==> config.mk <==
export PLATFORM = sky130hd
export DESIGN_NAME = seq_start_arbiter
export DESIGN_NICKNAME = d
export VERILOG_FILES = /design/src/rtl/seq_start_arbiter.sv
export SDC_FILE = /design/constraint.sdc
export NUM_CORES = 1
export LEC_CHECK = 0
export CORE_ASPECT_RATIO = 1.5
export CORE_MARGIN = 3
export CORE_UTILIZATION = 39
export CTS_BUF_LIST = sky130_fd_sc_hd__clkbuf_4 sky130_fd_sc_hd__clkbuf_8 sky130_fd_sc_hd__clkbuf_16
export DETAILED_ROUTE_END_ITERATION = 8
export PLACE_DENSITY = 0.8
export SLEW_MARGIN = 20
export SYNTH_ARGS = -nofsm -noshare
export SYNTH_HDL_FRONTEND = slang
export SYNTH_SLANG_ARGS = --single-unit
==> constraint.sdc <==
create_clock -name clk_i -period 1.7 [get_ports clk_i]
set_input_delay 0.17 -clock clk_i [delete_from_list [all_inputs] [get_ports clk_i]]
set_output_delay 0.17 -clock clk_i [all_outputs]
set_load 0.005 [all_outputs]
==> src/rtl/seq_start_arbiter.sv <==
// -----------------------------------------------------------------------------
// seq_start_arbiter
//
// Shares one bus sequencer between NUM_REQ independent requesters. A
// round-robin arbiter picks one requester, launches the sequencer at that
// requester's ROM start address, and holds the grant until the sequence
// completes. Resume strobes for paused programs are forwarded from the granted
// requester only. Completion is reported per requester. A launch that the
// sequencer never acknowledges is reported as an error.
//
// Ports:
//   clk_i            clock
//   rst_i            synchronous reset, active-high
//   req_i            level request per requester
//   start_addr_i     per-requester start address, slot k at [k*ADDR_W +: ADDR_W]
//   resume_i         resume pulse per requester (granted requester only)
//   grant_o          one-hot grant, or all zero
//   done_o           1-cycle completion pulse to the granted requester
//   err_o            1-cycle launch-timeout flag, coincident with done_o
//   busy_o           high from grant to completion
//   seq_start_o      sequencer start/resume strobe
//   seq_start_addr_o start address latched at grant time
//   seq_ready_i      sequencer ready (high = sequencer idle)
//
// All outputs are registered.
// -----------------------------------------------------------------------------
module seq_start_arbiter #(
   parameter int NUM_REQ     = 4,
   parameter int ADDR_W      = 8,
   parameter int ACK_TIMEOUT = 16
) (
   input  logic                      clk_i,
   input  logic                      rst_i,
   input  logic [NUM_REQ-1:0]        req_i,
   input  logic [NUM_REQ*ADDR_W-1:0] start_addr_i,
   input  logic [NUM_REQ-1:0]        resume_i,
   output logic [NUM_REQ-1:0]        grant_o,
   output logic [NUM_REQ-1:0]        done_o,
   output logic                      err_o,
   output logic                      busy_o,
   output logic                      seq_start_o,
   output logic [ADDR_W-1:0]         seq_start_addr_o,
   input  logic                      seq_ready_i
);

   localparam int                 IDX_W    = $clog2(NUM_REQ);
   localparam int                 CNT_W    = $clog2(ACK_TIMEOUT);
   localparam logic [CNT_W-1:0]   CNT_LAST = CNT_W'(ACK_TIMEOUT - 1);
   localparam logic [IDX_W-1:0]   PTR_INIT = IDX_W'(NUM_REQ - 1);
   localparam logic [IDX_W:0]     REQ_CNT  = (IDX_W + 1)'(NUM_REQ);

   typedef enum logic [1:0] {
      IDLE,
      LAUNCH,
      RUN,
      FINISH
   } state_t;

   state_t             state, state_next;
   logic [IDX_W-1:0]   ptr, ptr_next;
   logic [IDX_W-1:0]   gnt_idx, gnt_idx_next;
   logic [CNT_W-1:0]   cnt, cnt_next;

   logic [NUM_REQ-1:0] grant_next;
   logic [NUM_REQ-1:0] done_next;
   logic               err_next;
   logic               busy_next;
   logic               start_next;
   logic [ADDR_W-1:0]  addr_next;

   logic               pick_valid;
   logic [IDX_W-1:0]   pick_idx;
   logic [IDX_W:0]     cand_sum;
   logic [IDX_W-1:0]   cand;
   logic [ADDR_W-1:0]  addr_slot [NUM_REQ];

   // Unpack the flat address bus so the winner's slot is a simple array index.
   always_comb begin
      for (int k = 0; k < NUM_REQ; k++) begin
         addr_slot[k] = start_addr_i[k*ADDR_W +: ADDR_W];
      end
   end

   // Round-robin search: first set request starting just above the last
   // winner, wrapping at NUM_REQ (which need not be a power of two).
   always_comb begin
      // NOTE: every combinational output gets a default before any branch so
      // no path leaves it unassigned and no latch is inferred.
      pick_valid = 1'b0;
      pick_idx   = '0;
      cand_sum   = '0;
      cand       = '0;
      for (int i = 1; i <= NUM_REQ; i++) begin
         cand_sum = {1'b0, ptr} + (IDX_W + 1)'(i);
         if (cand_sum >= REQ_CNT) begin
            cand_sum = cand_sum - REQ_CNT;
         end
         cand = cand_sum[IDX_W-1:0];
         if (!pick_valid && req_i[cand]) begin
            pick_valid = 1'b1;
            pick_idx   = cand;
         end
      end
   end

   // Next-state and next-output logic. Outputs hold by default except the
   // single-cycle pulses (done, err, start strobe), which default low.
   always_comb begin
      state_next   = state;
      ptr_next     = ptr;
      gnt_idx_next = gnt_idx;
      cnt_next     = cnt;
      grant_next   = grant_o;
      done_next    = '0;
      err_next     = 1'b0;
      busy_next    = busy_o;
      start_next   = 1'b0;
      addr_next    = seq_start_addr_o;

      unique case (state)
         IDLE: begin
            if (pick_valid) begin
               gnt_idx_next         = pick_idx;
               grant_next           = '0;
               grant_next[pick_idx] = 1'b1;
               busy_next            = 1'b1;
               start_next           = 1'b1;
               addr_next            = addr_slot[pick_idx];
               cnt_next             = '0;
               state_next           = LAUNCH;
            end
         end

         LAUNCH: begin
            // Ready falling wins over a timeout reached in the same cycle.
            if (!seq_ready_i) begin
               cnt_next   = '0;
               state_next = RUN;
            end else if (cnt == CNT_LAST) begin
               done_next  = grant_o;
               err_next   = 1'b1;
               state_next = FINISH;
            end else begin
               start_next = 1'b1;
               cnt_next   = cnt + 1'b1;
            end
         end

         RUN: begin
            if (seq_ready_i) begin
               done_next  = grant_o;
               state_next = FINISH;
            end else if (resume_i[gnt_idx] && !seq_start_o) begin
               // A resume arriving while the previous strobe is high is dropped.
               start_next = 1'b1;
            end
         end

         FINISH: begin
            grant_next = '0;
            busy_next  = 1'b0;
            ptr_next   = gnt_idx;
            state_next = IDLE;
         end

         default: state_next = IDLE;
      endcase
   end

   always_ff @(posedge clk_i) begin
      // NOTE: state registers use non-blocking assignments so every flop
      // samples pre-edge values, independent of statement order.
      if (rst_i) begin
         state            <= IDLE;
         ptr              <= PTR_INIT;
         gnt_idx          <= '0;
         cnt              <= '0;
         grant_o          <= '0;
         done_o           <= '0;
         err_o            <= 1'b0;
         busy_o           <= 1'b0;
         seq_start_o      <= 1'b0;
         seq_start_addr_o <= '0;
      end else begin
         state            <= state_next;
         ptr              <= ptr_next;
         gnt_idx          <= gnt_idx_next;
         cnt              <= cnt_next;
         grant_o          <= grant_next;
         done_o           <= done_next;
         err_o            <= err_next;
         busy_o           <= busy_next;
         seq_start_o      <= start_next;
         seq_start_addr_o <= addr_next;
      end
   end

endmodule

==> run metrics, run 1 <==
first-pass GRT wire length=6831 microns; DR pass1 iterations=4; Vias=1561; RR Endpoint=done_o[3]; Fmax=0.5999 GHz; Top FF cell, synth=dfxtp_1; hold path depth=5; Setup Crit Path Kind=reg -> reg; Levels on crit path=9; Post-Syn Area=0.001589 sq mm; Core ar.=0.003784 sq mm; # clock sinks=29; nets=303; Hold EP=busy_o; GPL Wtd Cong=0.7969; clk buf depth=2; Buf/Inv on CP=4; Clock Skew=0.004649 ns; sequential area share after synthesis=36.54%; crit path from=state[1]; unrepaired setup endpoints after global routing=yes; num ports=62; cells along the critical path=inv_1 > buf_4 > ha_2 > nand2_2 > buf_4 > buf_4 > o21ai_0 > and3_1 > and2_1; min Tclk post-route=1.667 ns; IR Drop Worst-Case VDD=0.8042 mV; cell repeated most along the worst path=buf_4; Post-synth EDFFs=0; Unique masters post-synth=38; Crit path arrival time=1.89 ns; Die ar.=0.004892 sq mm; DIE HEIGHT=84.18 microns; CP Launch Type=flop; Hold Path Class=in -> reg; ys async rst share=0%; IO Port Bufs=61; GRT Util Overall=17.87%; cell taking the most area after synthesis=dfxtp_1; Fin. Hold Viols=0; initial antenna violation count=0; DRC=0; cell area after layout=0.002572 sq mm; CTS root buffer=clkbuf_8; antenna viol nets, final=0; area post-placement=0.002361 sq mm; fin crit share=98.06%; Synth area leaders=dfxtp_1, mux2i_1, a211oi_2; CTS tree=built; FILL cells=292; Synth top cells by count=dfxtp_1, o21ai_0, mux2i_1; Post-DP HPWL=3077 microns; Post-Syn Instances=167; Die W=58.12 microns; leakage=1.055 nW; flops & latches, synth=29; status=complete, no violations; Post-Syn Area per Cell=9.515 sq um; ANT cells=0; Finished Layout Cells=298; headroom to the max-slew limit=63.45%; crit-path max cell delay=0.32 ns; MaxCap Viol Count=0; required time of the worst setup path=1.93 ns; final wirelength=4193 microns; max-slew violation count=0; synth warn=0; placed cell count=285; vias in the first global route=1627; H-tree levels=2; layout cell share with drive strength beyond 1=24.71%; drt initial violations=31; Reg clk slew, reported paths=0.06 ns; final-report setup violation count=0; most used standard cell by instance count after synthesis=dfxtp_1; Worst Hold Launch=req_i[0]; CP max FO=4; CP endpoint kind=flop; top-area cell type share of the netlist area=36.54%; DR WL/cell=14.07 microns; worst-skew pair later-pin latency=0.28 ns; Pwr Density=1283 mW/mm^2; CTS hold repair buffers=0; Total Power=0.003301 W; pin count of the biggest net entering global routing=16; Worst path top cell family by delay=simple AND/OR/NAND/NOR gates; Reg2Reg Depth=9; Worst Max-Slew Pin Slew=0.5425 ns; Rows=27; R2R setup slack=0.03 ns; TritonCTS Buffers=5; total grt overflow=0; Crit-path slowest cell=dfxtp_2; net count after synthesis=216; Starting Density=42.00%; Vias/cell=5.238; P&R area growth vs syn=61.89%; FF-to-FF Start=state[1]
## cells in the final DEF, fill, tap and decap left out, types with 3 or more instances in the layout
| cell type | count |
|---|---|
| a21boi_0 | 9 |
| a21oi_1 | 6 |
| o21ai_0 | 13 |
| a211oi_1 | 9 |
| inv_1 | 6 |
| a211oi_2 | 9 |
| nand3_1 | 4 |
| clkdlybuf4s50_1 | 58 |
| dlymetal6s2s_1 | 3 |
| mux2i_1 | 12 |
| nand2_1 | 9 |
| dfxtp_1 | 27 |
| buf_4 | 25 |
| nor2_1 | 9 |
| ha_1 | 4 |
| clkbuf_8 | 7 |
| and2_1 | 4 |
## sequential cells by signal, indices dropped and copies added (netlist names)
signal            cells
done_o                4
seq_start_o           1
seq_start_addr_o      8
err_o                 1
grant_o               4
state                 2
gnt_idx               2
ptr                   2
cnt                   4
busy_o                1
## worst min-delay path: stages
cell            delay, ns
dlymetal6s2s_1       0.15
nor4_1               0.08
buf_4                0.15
nand3_1              0.07
a21oi_1              0.05
## where the power goes
group,internal (W),switching [W]
logic,0.000912,0.000787
registers,0.000864,0.000110
clock network,0.000365,0.000264
## cell type report
class,count,area (sq um),share of cell area (%)
Inverter,6,22.52,0.8755
Clock buffer,7,96.34,3.745
Sequential cell,29,583.1,22.67
Timing Repair Buffer,87,817.0,31.76
Clock inverter,1,5.005,0.1946
Multi-Input combinational cell,125,994.7,38.67
Tap cell,43,53.80,2.091
## timing repair
item,in CTS,in global routing
setup buffers,1,3
gates resized for setup,6,13
setup endpoints to repair,12,14
pin swaps,1,3
gates cloned,1,0
## worst max-delay path by stage
stage / end / slack [ns]
finish: done_o[3] / 0.03
global route: done_o[2] / -0.08
CTS: grant_o[2] / 0.001
detailed placement: grant_o[0] / -0.35
global placement: seq_start_addr_o[6] / -0.30
floorplan: seq_start_addr_o[7] / 0.001
## routing by layer
| metal | share of wire [%] | wire length, microns | up-vias | track usage, % |
|---|---|---|---|---|
| li1 | - | - | 790 | - |
| met1 | 39 | 1652 | 702 | 17.66 |
| met2 | 51 | 2132 | 61 | 31.69 |
| met3 | 7.5 | 316 | 8 | 6.923 |
| met4 | 2.2 | 91 | 0 | 8.439 |
| met5 | 0 | 0 | - | 0 |
## cells by family after synthesis
family	count (synthesis)	share of synthesized area, %
compound gates	58	27.95
fa+ha+maj	6	4.724
buf+inv	14	5.591
flops	29	36.54
mux	14	9.921
simple gates	46	15.28
## metrics by stage
stage          setup TNS [ns]  hold slack [ns]  worst slack, ns  util [%]
3_3_place_gp           -4.335           0.4640          -0.3023     62.40
3_5_place_dp           -5.065           0.4732          -0.3500     62.40
5_1_grt               -0.4195           0.4778         -0.08386     67.99
6_report                    0           0.4444          0.03292     67.99
4_1_cts                     0           0.4818         0.001435     66.17
2_1_floorplan               0           0.3743         0.001231         -
Power figures use the tool's default switching activity.
==> run 2, diff against run 1 <==
--- a/config.mk
+++ b/config.mk
@@ -10,6 +10,7 @@
 export CORE_UTILIZATION = 39
 export CTS_BUF_LIST = sky130_fd_sc_hd__clkbuf_4 sky130_fd_sc_hd__clkbuf_8 sky130_fd_sc_hd__clkbuf_16
 export DETAILED_ROUTE_END_ITERATION = 8
+export GPL_ROUTABILITY_DRIVEN = 0
 export PLACE_DENSITY = 0.8
 export SLEW_MARGIN = 20
 export SYNTH_ARGS = -nofsm -noshare
==> results of run 2 <==
Final layout, timing and power as in run 1 (identical DEF).
==> run 3, diff against run 2 <==
--- a/config.mk
+++ b/config.mk
@@ -5,9 +5,11 @@
 export SDC_FILE = /design/constraint.sdc
 export NUM_CORES = 1
 export LEC_CHECK = 0
+export CELL_PAD_IN_SITES_DETAIL_PLACEMENT = 0
+export CELL_PAD_IN_SITES_GLOBAL_PLACEMENT = 1
 export CORE_ASPECT_RATIO = 1.5
-export CORE_MARGIN = 3
-export CORE_UTILIZATION = 39
+export CORE_MARGIN = 2
+export CORE_UTILIZATION = 29
 export CTS_BUF_LIST = sky130_fd_sc_hd__clkbuf_4 sky130_fd_sc_hd__clkbuf_8 sky130_fd_sc_hd__clkbuf_16
 export DETAILED_ROUTE_END_ITERATION = 8
 export GPL_ROUTABILITY_DRIVEN = 0
==> run metrics, run 3 (synthesized netlist as in run 1, its figures left out) <==
worst-skew pair later-pin latency=0.29 ns (was 0.28 ns); Fin. Hold Viols=0 (unchanged); initial antenna violation count=0 (unchanged); H-tree levels=2 (unchanged); Core ar.=0.005368 sq mm (was 0.003784 sq mm); pin count of the biggest net entering global routing=20 (was 16); Pint=0.002049 W (was 0.002141 W); status=complete, no violations (unchanged); Rows=33 (was 27); Starting Density=29.60% (was 42.00%); num ports=62 (unchanged); Post-DP HPWL=3267 microns (was 3077 microns); TritonCTS Buffers=5 (unchanged); P&R area growth vs syn=62.36% (was 61.89%); unrepaired setup endpoints after global routing=yes (unchanged); most common cell after layout, fill and taps aside=clkdlybuf4s50_1 (unchanged); Crit path arrival time=1.86 ns (was 1.89 ns); min Tclk post-route=1.641 ns (was 1.667 ns); area post-placement=0.002392 sq mm (was 0.002361 sq mm); Reg clk slew, reported paths=0.07 ns (was 0.06 ns); IO Port Bufs=61 (unchanged); Reg with most FFs=seq_start_addr_o (unchanged); layout cell share with drive strength beyond 1=23.41% (was 24.71%); # clock sinks=29 (unchanged); total grt overflow=0 (unchanged); Comb pwr share=51.5% (about the same); Clock Power Share=18.1% (was 19.0%); CTS root buffer=clkbuf_8 (unchanged); Crit-path slowest cell=dfxtp_2 (unchanged); final wirelength=4457 microns (was 4193 microns); final-report setup violation count=0 (unchanged); Die ar.=0.006100 sq mm (was 0.004892 sq mm); clk buf depth=2 (unchanged); first-pass GRT wire length=7120 microns (was 6831 microns); hold_ws=0.4814 ns (was 0.4444 ns); ANT cells=0 (unchanged); leakage=1.022 nW (was 1.055 nW); fin crit share=96.52% (was 98.06%); P_sw=0.001173 W (was 0.001160 W); Sw Share=36.40% (was 35.15%); cell area after layout=0.002580 sq mm (was 0.002572 sq mm); IR Drop Worst-Case VDD=0.6079 mV (was 0.8042 mV); CP Launch Type=flop (unchanged); nets=300 (was 303); required time of the worst setup path=1.92 ns (was 1.93 ns); DRC=0 (unchanged); DR pass1 iterations=4 (unchanged); CTS hold repair buffers=0 (unchanged); Die W=64.44 microns (was 58.12 microns); DIE HEIGHT=94.66 microns (was 84.18 microns); max-slew violation count=0 (unchanged); MaxCap Viol Count=0 (unchanged); cells along the critical path=mux2_4 > a22oi_4 > buf_6 > nand2_1 > or3_1 > a21oi_1 (was inv_1 > buf_4 > ha_2 > nand2_2 > buf_4 > buf_4 > o21ai_0 > and3_1 > and2_1); Clock Skew=0.005579 ns (was 0.004649 ns); Setup Crit Path Kind=reg -> reg (unchanged); Pwr Density=1249 mW/mm^2 (was 1283 mW/mm^2); max reg flops=8 (unchanged); CP endpoint kind=flop (unchanged); vias in the first global route=1634 (was 1627); Final TNS setup=0 ns (unchanged); Reg power frac=30.5% (was 29.5%); Hold Path Class=in -> reg (unchanged); drt initial violations=45 (was 31); DR WL/cell=13.84 microns (was 14.07 microns); antenna viol nets, final=0 (unchanged); CP max FO=7 (was 4); Worst Max-Slew Pin Slew=0.4534 ns (was 0.5425 ns); GRT Util Overall=14.81% (was 17.87%); CTS tree=built (unchanged); crit-path max cell delay=0.35 ns (was 0.32 ns); Fmax=0.6095 GHz (was 0.5999 GHz); Vias/cell=4.929 (was 5.238); Vias=1587 (was 1561); commonest non-fill, non-tap cells in the layout=clkdlybuf4s50_1, dfxtp_1, buf_4 (unchanged); headroom to the max-slew limit=69.45% (was 63.45%)
[run 3: path summary, 6_finish.rpt]
path	from	end	slack (ns)	depth (start not counted)
setup / recovery	ptr[1]	grant_o[2]	0.06	6
setup reg to reg	ptr[1]	grant_o[2]	0.06	6
hold reg to reg	grant_o[2]	grant_o[2]	0.48	2
hold / removal	req_i[1]	busy_o	0.48	5
[run 3: worst max-delay path: cells and delay by family (launching register included)]
kind,cells,cell delay [ns]
buffers and inverters,1,0.16
multiplexers,1,0.32
AO/OA/AOI/OAI,2,0.34
AND/OR/NAND/NOR,2,0.41
flip-flops,1,0.35
[run 3: area by class of cell]
| cell class | count | area, sq um |
|---|---|---|
| inverters | 6 | 22.52 |
| fillers | 540 | 2788 |
| clock inverters | 3 | 22.52 |
| well taps | 70 | 87.58 |
| multi-input cells | 127 | 1002 |
| clock buffers | 5 | 68.82 |
| repair buffers | 82 | 792.0 |
| flip-flops and latches | 29 | 584.3 |
[run 3: through the flow]
| stage | worst slack, ns | total power [W] | util [%] | std cells |
|---|---|---|---|---|
| 4_1_cts | 0.007694 | 0.003155 | 46.34 | 318 |
| 3_3_place_gp | -0.2876 | 0.002521 | 44.57 | 310 |
| 5_1_grt | -0.002947 | 0.003443 | 48.07 | 322 |
| 2_1_floorplan | 0.001231 | 0.001782 | - | 167 |
| 3_5_place_dp | -0.3531 | 0.002550 | 44.57 | 310 |
| 6_report | 0.05918 | 0.003222 | 48.07 | 322 |
[run 3: power by group through the flow]
stage / sequential (W) / combinational [W] / clock [W]
final: 0.000981 / 0.00166 / 0.000583
after global routing: 0.00100 / 0.00182 / 0.000624
after global placement: 0.000988 / 0.00153 / 0
after detailed placement: 0.000988 / 0.00156 / 0
after CTS: 0.000977 / 0.00157 / 0.000603
after floorplan: 0.000986 / 0.000796 / 0
[run 3: per-layer routing]
layer,vias up,global-route usage [%],wire [microns]
li1,793,-,-
met1,733,15.68,1763
met2,53,27.52,2362
met3,8,4.052,262
met4,0,5.674,68
met5,-,0,0
[run 3: timing repair]
action | 4_1_cts | 5_1_grt
gates resized for setup | 2 | 18
pin swaps | 2 | 4
endpoints found under the hold margin | 0 | 0
cloned | 0 | 3
buffers inserted | 0 | 1
endpoints found under the setup margin | 9 | 18
